**src/rtl/alu_arb_pkg.sv**
```systemverilog
// Shared definitions for the two-requester ALU arbiter:
// opcodes, FSM state encoding and requester count.
package alu_arb_pkg;

   localparam int NUM_REQ = 2;

   localparam logic [2:0] OP_ADD = 3'd0;
   localparam logic [2:0] OP_SUB = 3'd1;
   localparam logic [2:0] OP_AND = 3'd2;
   localparam logic [2:0] OP_OR  = 3'd3;
   localparam logic [2:0] OP_XOR = 3'd4;
   localparam logic [2:0] OP_MUL = 3'd5;

   localparam logic [1:0] ST_IDLE = 2'd0;
   localparam logic [1:0] ST_MUL  = 2'd1;
   localparam logic [1:0] ST_DONE = 2'd2;

endpackage

```
**src/rtl/alu_core.sv**
```systemverilog
// Combinational W-bit ALU for ADD/SUB/AND/OR/XOR; any other opcode
// (including MUL, handled iteratively by the caller) gives y=0, err=1.
// Ports: a_i, b_i operands; op_i opcode; y_o result; carry_o ADD
// carry / SUB borrow; err_o illegal-opcode flag.
module alu_core
   import alu_arb_pkg::*;
#(
   parameter int W = 8
) (
   input  logic [W-1:0] a_i,
   input  logic [W-1:0] b_i,
   input  logic [2:0]   op_i,
   output logic [W-1:0] y_o,
   output logic         carry_o,
   output logic         err_o
);

   always_comb begin
      y_o     = '0;
      carry_o = 1'b0;
      err_o   = 1'b0;
      case (op_i)
         OP_ADD: {carry_o, y_o} = {1'b0, a_i} + {1'b0, b_i};
         OP_SUB: begin
            y_o     = a_i - b_i;
            carry_o = (a_i < b_i);
         end
         OP_AND: y_o = a_i & b_i;
         OP_OR:  y_o = a_i | b_i;
         OP_XOR: y_o = a_i ^ b_i;
         default: err_o = 1'b1;
      endcase
   end

endmodule

```
**src/rtl/alu_arbiter.sv**
```systemverilog
// Round-robin arbiter sharing one W-bit ALU between two requesters.
// Ports: clk, rst (async, active-high); req_valid/req_ready and
// req_a*/req_b*/req_op* per requester; out_valid/out_ready result
// handshake with out_id, out_y, out_carry, out_err.
module alu_arbiter
   import alu_arb_pkg::*;
#(
   parameter int W = 8
) (
   input  logic               clk,
   input  logic               rst,
   input  logic [NUM_REQ-1:0] req_valid,
   output logic [NUM_REQ-1:0] req_ready,
   input  logic [W-1:0]       req_a0,
   input  logic [W-1:0]       req_b0,
   input  logic [2:0]         req_op0,
   input  logic [W-1:0]       req_a1,
   input  logic [W-1:0]       req_b1,
   input  logic [2:0]         req_op1,
   output logic               out_valid,
   input  logic               out_ready,
   output logic               out_id,
   output logic [W-1:0]       out_y,
   output logic               out_carry,
   output logic               out_err
);

   localparam int CW = $clog2(W + 1);

   logic [1:0]    state_q, state_d;
   logic          last_q, last_d;
   logic          id_q, id_d;
   logic [W-1:0]  a_q, a_d;
   logic [W-1:0]  b_q, b_d;
   logic [W-1:0]  y_q, y_d;
   logic          carry_q, carry_d;
   logic          err_q, err_d;
   logic [CW-1:0] cnt_q, cnt_d;

   logic          win;
   logic          grant;
   logic [W-1:0]  sel_a, sel_b;
   logic [2:0]    sel_op;
   logic [W-1:0]  core_y;
   logic          core_c, core_e;

   // On a tie the requester not served last wins.
   always_comb begin
      win = 1'b0;
      unique case (req_valid)
         2'b01:   win = 1'b0;
         2'b10:   win = 1'b1;
         2'b11:   win = ~last_q;
         default: win = 1'b0;
      endcase
   end

   assign grant     = (state_q == ST_IDLE) && !rst && |req_valid;
   assign req_ready = grant ? (win ? 2'b10 : 2'b01) : 2'b00;

   assign sel_a  = win ? req_a1  : req_a0;
   assign sel_b  = win ? req_b1  : req_b0;
   assign sel_op = win ? req_op1 : req_op0;

   alu_core #(.W(W)) u_core (
      .a_i     (sel_a),
      .b_i     (sel_b),
      .op_i    (sel_op),
      .y_o     (core_y),
      .carry_o (core_c),
      .err_o   (core_e)
   );

   // ST_MUL is the execute slot for every op: single-cycle ops enter
   // it with the result already latched and cnt preset to W, so they
   // spend exactly one cycle there before DONE.
   always_comb begin
      state_d = state_q;
      last_d  = last_q;
      id_d    = id_q;
      a_d     = a_q;
      b_d     = b_q;
      y_d     = y_q;
      carry_d = carry_q;
      err_d   = err_q;
      cnt_d   = cnt_q;
      case (state_q)
         ST_IDLE: begin
            if (grant) begin
               last_d  = win;
               id_d    = win;
               a_d     = sel_a;
               b_d     = sel_b;
               state_d = ST_MUL;
               if (sel_op == OP_MUL) begin
                  y_d     = '0;
                  carry_d = 1'b0;
                  err_d   = 1'b0;
                  cnt_d   = '0;
               end else begin
                  y_d     = core_y;
                  carry_d = core_c;
                  err_d   = core_e;
                  cnt_d   = CW'(W);
               end
            end
         end
         ST_MUL: begin
            if (cnt_q == CW'(W)) begin
               state_d = ST_DONE;
            end else begin
               if (b_q[0]) y_d = y_q + a_q;
               a_d   = a_q << 1;
               b_d   = b_q >> 1;
               cnt_d = cnt_q + CW'(1);
            end
         end
         ST_DONE: begin
            if (out_ready) state_d = ST_IDLE;
         end
         default: state_d = ST_IDLE;
      endcase
   end

   always_ff @(posedge clk or posedge rst) begin
      if (rst) begin
         state_q <= ST_IDLE;
         last_q  <= 1'b1;
         id_q    <= 1'b0;
         a_q     <= '0;
         b_q     <= '0;
         y_q     <= '0;
         carry_q <= 1'b0;
         err_q   <= 1'b0;
         cnt_q   <= '0;
      end else begin
         state_q <= state_d;
         last_q  <= last_d;
         id_q    <= id_d;
         a_q     <= a_d;
         b_q     <= b_d;
         y_q     <= y_d;
         carry_q <= carry_d;
         err_q   <= err_d;
         cnt_q   <= cnt_d;
      end
   end

   // Result fields read as zero unless a result is being offered,
   // which hides the partial MUL accumulator.
   assign out_valid = (state_q == ST_DONE);
   assign out_id    = out_valid ? id_q    : 1'b0;
   assign out_y     = out_valid ? y_q     : '0;
   assign out_carry = out_valid ? carry_q : 1'b0;
   assign out_err   = out_valid ? err_q   : 1'b0;

endmodule
```
**config.mk**
```make
export PLATFORM = sky130hd
export DESIGN_NAME = alu_arbiter
export DESIGN_NICKNAME = d
export VERILOG_FILES = /design/src/rtl/alu_arb_pkg.sv /design/src/rtl/alu_core.sv /design/src/rtl/alu_arbiter.sv
export SDC_FILE = /design/constraint.sdc
export NUM_CORES = 1
export LEC_CHECK = 0
export BUFFER_PORTS_ARGS = -buffer_cell sky130_fd_sc_hd__buf_2
export CORE_MARGIN = 5
export CORE_UTILIZATION = 50
export CTS_CLUSTER_SIZE = 20
export DETAILED_ROUTE_END_ITERATION = 16
export HOLD_SLACK_MARGIN = 0.06
export PLACE_DENSITY = 0.75
export SYNTH_ARGS = -nofsm -noshare
export SYNTH_HDL_FRONTEND = slang
export SYNTH_SLANG_ARGS = --single-unit
```
**constraint.sdc**
```tcl
create_clock -name clk -period 3.43 [get_ports clk]
set_input_delay 0.5145 -clock clk [delete_from_list [all_inputs] [get_ports clk]]
set_output_delay 0.5145 -clock clk [all_outputs]
set_load 0.01 [all_outputs]
```
* Word-level counts from Yosys, hierarchy flattened
Cells that the tools add are included.
** Word-level totals
- Register bits after elaboration :: 34
- Input bits :: 43
- Output and inout bits :: 14
- Word-level logic and storage cells :: 79
** Operators by class
- Add/subtract/negate cells :: 4
- Magnitude comparators :: 1
- Eq/ne operators :: 15
- Muxes and demuxes :: 34
- Bitwise gates (word level) :: 4
- Reductions and logical operators :: 12
** Operators by type and width (count)
- 8-bit two-way mux :: 11
- 8-bit case mux with 2 select lines :: 3
- 8-bit case mux with 5 select lines :: 1
- 4-bit two-way mux :: 3
- 2-bit two-way mux :: 5
- 8-bit by 8-bit adder with 9-bit output :: 1
- 8-bit adder :: 1
- 8-bit AND :: 1
- 8-bit less-than comparator :: 1
- 2-bit inequality test, second input constant :: 4
- 8-bit bitwise OR :: 1
- 4-bit case mux with 2 select lines :: 1
- 8-bit subtractor :: 1
- 8-bit bitwise XOR :: 1
- 2-bit == test, second input constant :: 3
- 3-bit by 2-bit == test with 1-bit output, second input constant :: 2
- 3-bit == test, second input constant :: 2
- 1-bit two-way mux :: 6
- 2-bit case mux with 3 select lines :: 1
- 3-bit AND reduction :: 2
- 5-bit OR reduction :: 1
- 4-bit by 1-bit adder with 4-bit output, second input constant :: 1
- 4-bit == test, second input constant :: 1
- 1-bit case mux with 2 select lines :: 2
- 13 further kinds :: 14

* Logic depth before layout (Yosys ltp)
Gate-level depths: netlist of run 1.
- Depth after elaboration :: 8
- Gate-level depth with buffers :: 16
- Depth with buffers taken out :: 13

* Modules after synthesis
From an unflattened synthesis of run 1, not the netlist that was laid out.
** Unflattened totals
- Cell total of the unflattened synthesis :: 418
- Area, all modules :: 3435.8 sq um
** Modules (own cells, without submodules)
- alu_arbiter :: instances 1, cells each 254, area each 2306.0 sq um, sequential area each 852.1 sq um
- alu_core :: instances 1, cells each 164, area each 1129.8 sq um, sequential area each 0.0 sq um

* Worst setup path after synthesis of run 1
No wires, ideal clock.
- Path type :: input-to-reg
- Start :: input req_valid[1]
- End :: register y_q[6]
- Library setup time :: 0.131 ns
- Arrival time :: 3.282 ns
- Required time :: 3.299 ns
- Slack :: 0.017 ns
- Cell stages on the path :: 15
- Buffers on the path :: 3
- Path through :: a21boi_4 -> buf_8 -> buf_6 -> buf_2 -> mux2i_1 -> ha_1 -> inv_1 -> ha_1 -> or2_2 -> a221oi_2 -> o21bai_1 -> a21oi_1 -> xnor2_1 -> a221oi_1 -> o211ai_1
** Between the ends
- Longest elaborated chain between the ends :: 8
- Elaborated cells on any way between the ends :: 25
- Classes of those cells :: add/sub: 2; eq/ne: 8; mux: 8; bitwise: 3; reduce/logical: 4
** RTL lines
- start, declared :: line alu_arbiter.sv:12 : input logic [NUM_REQ-1:0] req_valid,
- 2-bit == test :: line alu_arbiter.sv:50 : unique case (req_valid)
- 1-bit case mux with 2 select lines :: line alu_arbiter.sv:50
- 8-bit two-way mux, or another cell as far along :: line alu_arbiter.sv:61 : assign sel_a = win ? req_a1 : req_a0;
- 8-bit subtractor, or another cell as far along :: line alu_core.sv:25 : y_o = a_i - b_i;
- 8-bit case mux with 5 select lines :: line alu_core.sv:22 : case (op_i)
- 8-bit two-way mux :: line alu_arbiter.sv:95 : if (sel_op == OP_MUL) begin
- 8-bit two-way mux :: line alu_arbiter.sv:89 : if (grant) begin
- 8-bit case mux with 2 select lines :: line alu_arbiter.sv:87 : case (state_q)
- end signal, assigned :: line alu_arbiter.sv:142 : y_q <= y_d;
- end, declared :: line alu_arbiter.sv:35 : logic [W-1:0] y_q, y_d;
Several ways; a longest one is shown, not always the timed one. The select of a mux whose other input is x is not followed.
A chain may end at the register's enable or synchronous reset.

* Final worst setup path of run 1
- Start :: register last_q
- End :: register y_q[7]
** Between the ends
- Longest elaborated chain between the ends :: 8
- Elaborated cells on any way between the ends :: 20
- Classes of those cells :: add/sub: 2; eq/ne: 5; mux: 8; bitwise: 4; reduce/logical: 1
** RTL lines
- start, declared :: line alu_arbiter.sv:31 : logic last_q, last_d;
- start signal, assigned :: line alu_arbiter.sv:138 : last_q <= last_d;
- 1-bit inverter (*) :: line alu_arbiter.sv:53 : 2'b11: win = ~last_q;
- 1-bit case mux with 2 select lines (*) :: line alu_arbiter.sv:50
- 8-bit two-way mux, or another cell as far along :: line alu_arbiter.sv:61
- 8-bit subtractor, or another cell as far along :: line alu_core.sv:25
- 8-bit case mux with 5 select lines :: line alu_core.sv:22
- 8-bit two-way mux (*) :: line alu_arbiter.sv:95
- 8-bit two-way mux (*) :: line alu_arbiter.sv:89
- 8-bit case mux with 2 select lines (*) :: line alu_arbiter.sv:87
Mark *: on every way between the ends. The rest lies on a longest branch, timed or not. The select of a mux whose other input is x is not followed.

==> metrics.md, run 1 <==
| Metric | Value |
|---|---|
| Initial Util | 0.517 |
| Critical path type | flop to flop |
| Max-capacitance violation count | 0 |
| Final nets | 550 |
| Post-synth cell types | 54 |
| Status | complete, no violations |
| Height of the die | 91.2 um |
| Final Setup Violations | 0 |
| Met3 Wirelength | 561 um |
| Largest family of logic cells by synthesized area | compound AO/OA/AOI/OAI gates |
| Vias in the first global route | 3,045 |
| Wl on met1 | 4070 um |
| Synthesized Nets | 484 |
| Post_cts resized | 0 |
| Most frequent cell after synthesis | nand2_1 |
| VDD IR max | 618 uV |
| Post-synthesis compound-gate area fraction | 0.248 |
| Power Density | 720 nW/um^2 |
| H-tree depth | 2 |
| Slew headroom | 0.398 |
| Placement Setup Slack | 105 ps |
| Critical path depth in cells | 9 |
| Antenna cells | 0 |
| Fin util | 0.605 |
| Critical Path End Type | flop |
| Critical path, cell by cell | a21boi_4, buf_12, mux2i_1, ha_1, or4_1, o32ai_1, o311ai_1, a221oi_2, o221ai_1 |
| Final Hold Viols | 0 |
| Worst R2R Setup Slack | 380 ps |
| TNS Setup | 0 ps |
| Crit path DAT | 3200 ps |
| Synth warn | 0 |
| Router iterations before antenna repair | 5 |
| HP Class | input pin to asynchronous set/reset pin |
| GRT overflow | 0 |
| Antenna violations before repair | 0 |
| CP Buf/Inv Count | 1 |
| Clock root buffer master | clkbuf_8 |
| Worst Reg-to-Reg Cells | 9 |
| IO buf count | 56 |
| Xor and xnor area share after synthesis | 0.0319 |
| Clk_lat worst skew | 290 ps |
| Synth Cell Area | 3300 um^2 |
| Post-synth top flop | dfrtp_1 |
| RSZ-0062 raised after global routing | false |
| Leading area contributor after synthesis | dfrtp_1 |
| Synth-to-layout area growth | 17.1% |
| Core ar. | 6390 um^2 |
| Crit-path slowest cell | or4_1 |
| Clock sinks | 34 |
| Seq cells post-synth | 34 |
| Highest Signal Layer | met4 |
| Fmax | 328 MHz |
| CTS Buffer Depth | 2 |
| Required time worst endpoint | 3580 ps |
| Clk slew on worst S/H paths | 80 ps |
| CP startpoint kind | flop |
| P_leak | 1.86 nW |
| Crit path time final | 3050 ps |
| Reg-to-Reg End | y_q[7] |
| Overall power | 2.78 mW |
| Cell row count | 29 |
| Fill cell count | 598 |
| Finished Layout Cells | 550 |
| Design Area, Final | 3860 um^2 |
| Post-synthesis mux area share | 0.0868 |
| Die area | 8320 um^2 |
| Sequential fraction of the synthesis area | 0.258 |
| Final worst-path cycle share | 0.890 |
| Tightest Pin Transition | 893 ps |
| Syn_area_per_cell | 8.13 um^2 |
| Vias/cell | 5.81 |
| Final worst slack | 377 ps |
| Cell Area, Placed | 3750 um^2 |
| Number of CTS-inserted buffers | 5 |
| Placed Cells | 542 |
| Synthesized-area fraction occupied by adder cells | 0.137 |
| First-pass GRT wire length | 14,900 um |
| Initial DRC Count | 162 |
| Largest net degree at the start of global routing | 35 |
| Post CTS Setup Buffer Count | 0 |
| Cell family with the largest share of critical-path delay | compound AO/OA/AOI/OAI gates |
| Pins Over Slew Limit | 0 |
| Simple-gate share of the synthesized area | 0.170 |
| Gpl congestion | 0.946 |
| Synth async-reset ratio | 1.00 |
| Total track usage | 0.217 |
| Top post-synthesis cells by area | dfrtp_1 25%, ha_1 13%, mux2i_1 7.0%, a21oi_1 5.6%, o21ai_0 5.2% |
| Mapped Cells | 406 |
| Crit-path max cell delay | 540 ps |
| Die Width | 91.2 um |
| Final wirelength | 9000 um |
| Most frequent cells after synthesis | 41 x nand2_1, 37 x a21oi_1, 35 x inv_1, 34 x nor2_1, 34 x o21ai_0 |
| Share of cells above drive strength 1 | 0.199 |
| DP Wirelength | 7110 um |
| Crit path max fanout | 26 |
| Hold slack | 334 ps |
| Final ANT Viol Nets | 0 |
| I/O Pins | 57 |
| Area share of the largest cell type after synthesis | 0.250 |
| Met2 wire len | 4310 um |
| Drt wl/cell | 16.4 um |
| Post-route DRC violation count | 0 |
| DR vias | 3,193 |
| Worst reg2reg startpoint | last_q |
| Post-synth EDFFs | 0 |
| Setup Skew | 14.4 ps |
| CTS Hold Buffers Added | 0 |
| CTS tree | yes |
registers in the layout (all words and copies together), names as in the netlist:
| name | cells |
|---|---|
| a_q | 8 |
| b_q | 8 |
| carry_q | 1 |
| cnt_q | 4 |
| err_q | 1 |
| id_q | 1 |
| last_q | 1 |
| state_q | 2 |
| y_q | 8 |
cells in the final DEF, fill, tap and decap left out, drive strengths merged, types with 12 or more instances in the layout:
cell / netlist / layout
buf: 8 / 76
nand2: 41 / 41
a21oi: 37 / 37
inv: 35 / 35
nor2: 34 / 34
o21ai: 34 / 34
ha: 33 / 33
dfrtp: 33 / 33
mux2i: 24 / 24
xnor2: 12 / 12
worst max path at each step:
stage	start	end	slack (ps)
floorplan	req_valid[1]	y_q[6]	20
CTS	last_q	y_q[7]	370
global route	last_q	y_q[7]	190
detailed placement	req_valid[0]	y_q[7]	110
global placement	req_valid[0]	y_q[7]	160
finish	last_q	y_q[7]	380
routing by layer:
metal,GRT usage,up-vias
met5,0,-
met4,0.0379,0
met3,0.0397,8
met2,0.366,111
met1,0.293,1507
li1,-,1567
area by class of cell:
| type | count | area, um^2 | area share |
|---|---|---|---|
| multi-input cells | 320 | 2220 | 0.576 |
| flip-flops and latches | 34 | 852 | 0.221 |
| repair buffers | 76 | 443 | 0.115 |
| inverters | 35 | 131 | 0.0340 |
| well taps | 77 | 96.3 | 0.0249 |
| clock buffers | 7 | 86.3 | 0.0224 |
| clock inverters | 1 | 30.0 | 0.00777 |
cell families after synthesis:
group,Yosys count
adders and majority gates,35
xor gates and xnor gates,12
and+or+nand+nor,119
buffers and inverters,52
AOI/OAI and AO/OA,127
DFF,34
muxes,27
power breakdown:
part           total (mW)  internal, mW  switching (mW)
Combinational        1.67         0.695           0.972
Clock               0.385         0.237           0.148
Sequential          0.729         0.590           0.139
Total                2.78          1.52            1.26
tightest hold or removal path: cells and delay by family:
family,cells,cell delay [ps]
buffers and inverters,3,550
No activity file was read; power rests on OpenSTA's default activity.
==> inputs of run 2 (changes only) <==
--- a/config.mk
+++ b/config.mk
@@ -11,7 +11,7 @@
 export CTS_CLUSTER_SIZE = 20
 export DETAILED_ROUTE_END_ITERATION = 16
 export HOLD_SLACK_MARGIN = 0.06
-export PLACE_DENSITY = 0.75
+export PLACE_DENSITY = 0.86
 export SYNTH_ARGS = -nofsm -noshare
 export SYNTH_HDL_FRONTEND = slang
 export SYNTH_SLANG_ARGS = --single-unit
==> metrics.md, run 2 (synthesis gave the netlist of run 1 again) <==
| Metric | Value |
|---|---|
| Status | complete, no violations |
| Cell row count | 29 |
| DR vias | 3,176 |
| Fin util | 0.596 |
| Switching Share | 0.470 |
| Clk slew on worst S/H paths | 80 ps |
| Pins Over Slew Limit | 0 |
| TNS Setup | 0 ps |
| Core ar. | 6390 um^2 |
| Clock root buffer master | clkbuf_8 |
| Combinational share of power | 0.608 |
| Crit-path max cell delay | 470 ps |
| Post_cts resized | 0 |
| Die Width | 91.2 um |
| Clk_lat worst skew | 300 ps |
| Critical Path End Type | flop |
| Tightest Pin Transition | 1140 ps |
| Share of cells above drive strength 1 | 0.192 |
| IO buf count | 56 |
| Met2 global-route usage | 0.351 |
| Crit path max fanout | 27 |
| P_leak | 1.82 nW |
| DP Wirelength | 7020 um |
| Worst Reg-to-Reg Cells | 10 |
| Number of CTS-inserted buffers | 5 |
| Commonest non-fill, non-tap cell in the layout | buf_2 |
| Crit-path slowest cell | or4_1 |
| CTS tree | yes |
| Final worst-path cycle share | 0.905 |
| Met1 Usage GRT | 0.287 |
| Worst R2R Setup Slack | 330 ps |
| Final Hold Viols | 0 |
| VDD IR max | 458 uV |
| Height of the die | 91.2 um |
| Met3 Use GR | 0.0388 |
| HP Class | input pin to asynchronous set/reset pin |
| Initial Util | 0.517 |
| Antenna cells | 0 |
| Final Setup Violations | 0 |
| Cell family with the largest share of critical-path delay | compound AO/OA/AOI/OAI gates |
| Slew headroom | 0.241 |
| Clock sinks | 34 |
| Synth-to-layout area growth | 15.3% |
| Post-route DRC violation count | 0 |
| RSZ-0062 raised after global routing | false |
| Setup Skew | 10.8 ps |
| Seq pwr share | 0.272 |
| Drt wl/cell | 16.3 um |
| Die area | 8320 um^2 |
| CTS Buffer Depth | 2 |
| Vias/cell | 5.83 |
| Overall power | 2.67 mW |
| Final nets | 545 |
| Largest net degree at the start of global routing | 35 |
| Most frequent cells in the layout | 56 x buf_2, 41 x nand2_1, 37 x a21oi_1 |
| Power Density | 702 nW/um^2 |
| Antenna violations before repair | 0 |
| Vias in the first global route | 3,046 |
| Fmax | 322 MHz |
| Crit path time final | 3100 ps |
| Initial DRC Count | 228 |
| Worst reg2reg startpoint | last_q |
| Post CTS Setup Buffer Count | 0 |
| Final ANT Viol Nets | 0 |
| CP startpoint kind | flop |
| Critical path, cell by cell | a21boi_4, buf_12, mux2i_1, inv_1, ha_1, or4_1, o32ai_1, o311ai_1, a221oi_2, o221ai_1 |
| Total track usage | 0.211 |
| H-tree depth | 2 |
| First-pass GRT wire length | 14,600 um |
| Grt peak-use layer | met2 |
| Reg-to-Reg End | y_q[7] |
| Clk network pwr share | 0.119 |
| Crit path DAT | 3260 ps |
| Critical path type | flop to flop |
| Gpl congestion | 0.927 |
| Internal | 1.42 mW |
| Final wirelength | 8870 um |
| Required time worst endpoint | 3590 ps |
| GRT overflow | 0 |
| Switch Pwr | 1.25 mW |
| Biggest regs | a_q x8, b_q x8, y_q x8 |
| Router iterations before antenna repair | 5 |
| Max-capacitance violation count | 0 |
| CTS Hold Buffers Added | 0 |
| I/O Pins | 57 |
| Fill cell count | 583 |
| CP Buf/Inv Count | 2 |
run 2: cell types whose count changed in the layout (fill, tap and decap cells not counted):
cell,delta
clkbuf_1,-1
bufinv_16,-1
buf_4,-5
clkinvlp_4,+1
clkinv_2,+1
run 2: worst max-delay path by stage:
| stage | slack [ps] | to | cells past startpoint | startpoint |
|---|---|---|---|---|
| after floorplan | 20 | y_q[6] | 15 | req_valid[1] |
| after global placement | 190 | y_q[7] | 10 | req_valid[0] |
| after detailed placement | 110 | y_q[7] | 11 | req_valid[0] |
| after CTS | 380 | y_q[7] | 10 | last_q |
| after global routing | 220 | y_q[7] | 10 | last_q |
| final | 330 | y_q[7] | 10 | last_q |
run 2: cell type report:
class                      instances  area, um^2  area share
timing repair buffer              71         405       0.107
tap                               77        96.3      0.0253
clock buffer                       6        82.6      0.0217
sequential                        34         852       0.224
clock inverter                     2        12.5     0.00329
multi-input combinational        320        2220       0.585
inverter                          35         131      0.0345
run 2: tightest hold or removal path, delay by kind of cell:
kind / cells / cell delay (ps)
buffers and inverters: 3 / 540
run 2: stage by stage:
step	hold WS (ps)	instances	area (um^2)	setup slack (ps)
after global routing	382	545	3800	216
after CTS	341	545	3800	380
final	325	545	3800	327
after global placement	454	537	3710	189
after floorplan	439	406	3300	16.8
after detailed placement	474	537	3710	113
run 2: power groups by stage:
stage          combinational (mW)  clock, mW  sequential [mW]
6_report                     1.62      0.319            0.727
5_1_grt                      1.82      0.336            0.744
4_1_cts                      1.62      0.318            0.725
3_5_place_dp                 1.60          0            0.730
3_3_place_gp                 1.55          0            0.722
2_1_floorplan                1.25          0            0.685
run 2: routing by layer:
layer	part of all wire	up-vias
met4	0.011	0
met2	0.48	112
met1	0.45	1489
met5	0	-
met3	0.061	14
li1	-	1561
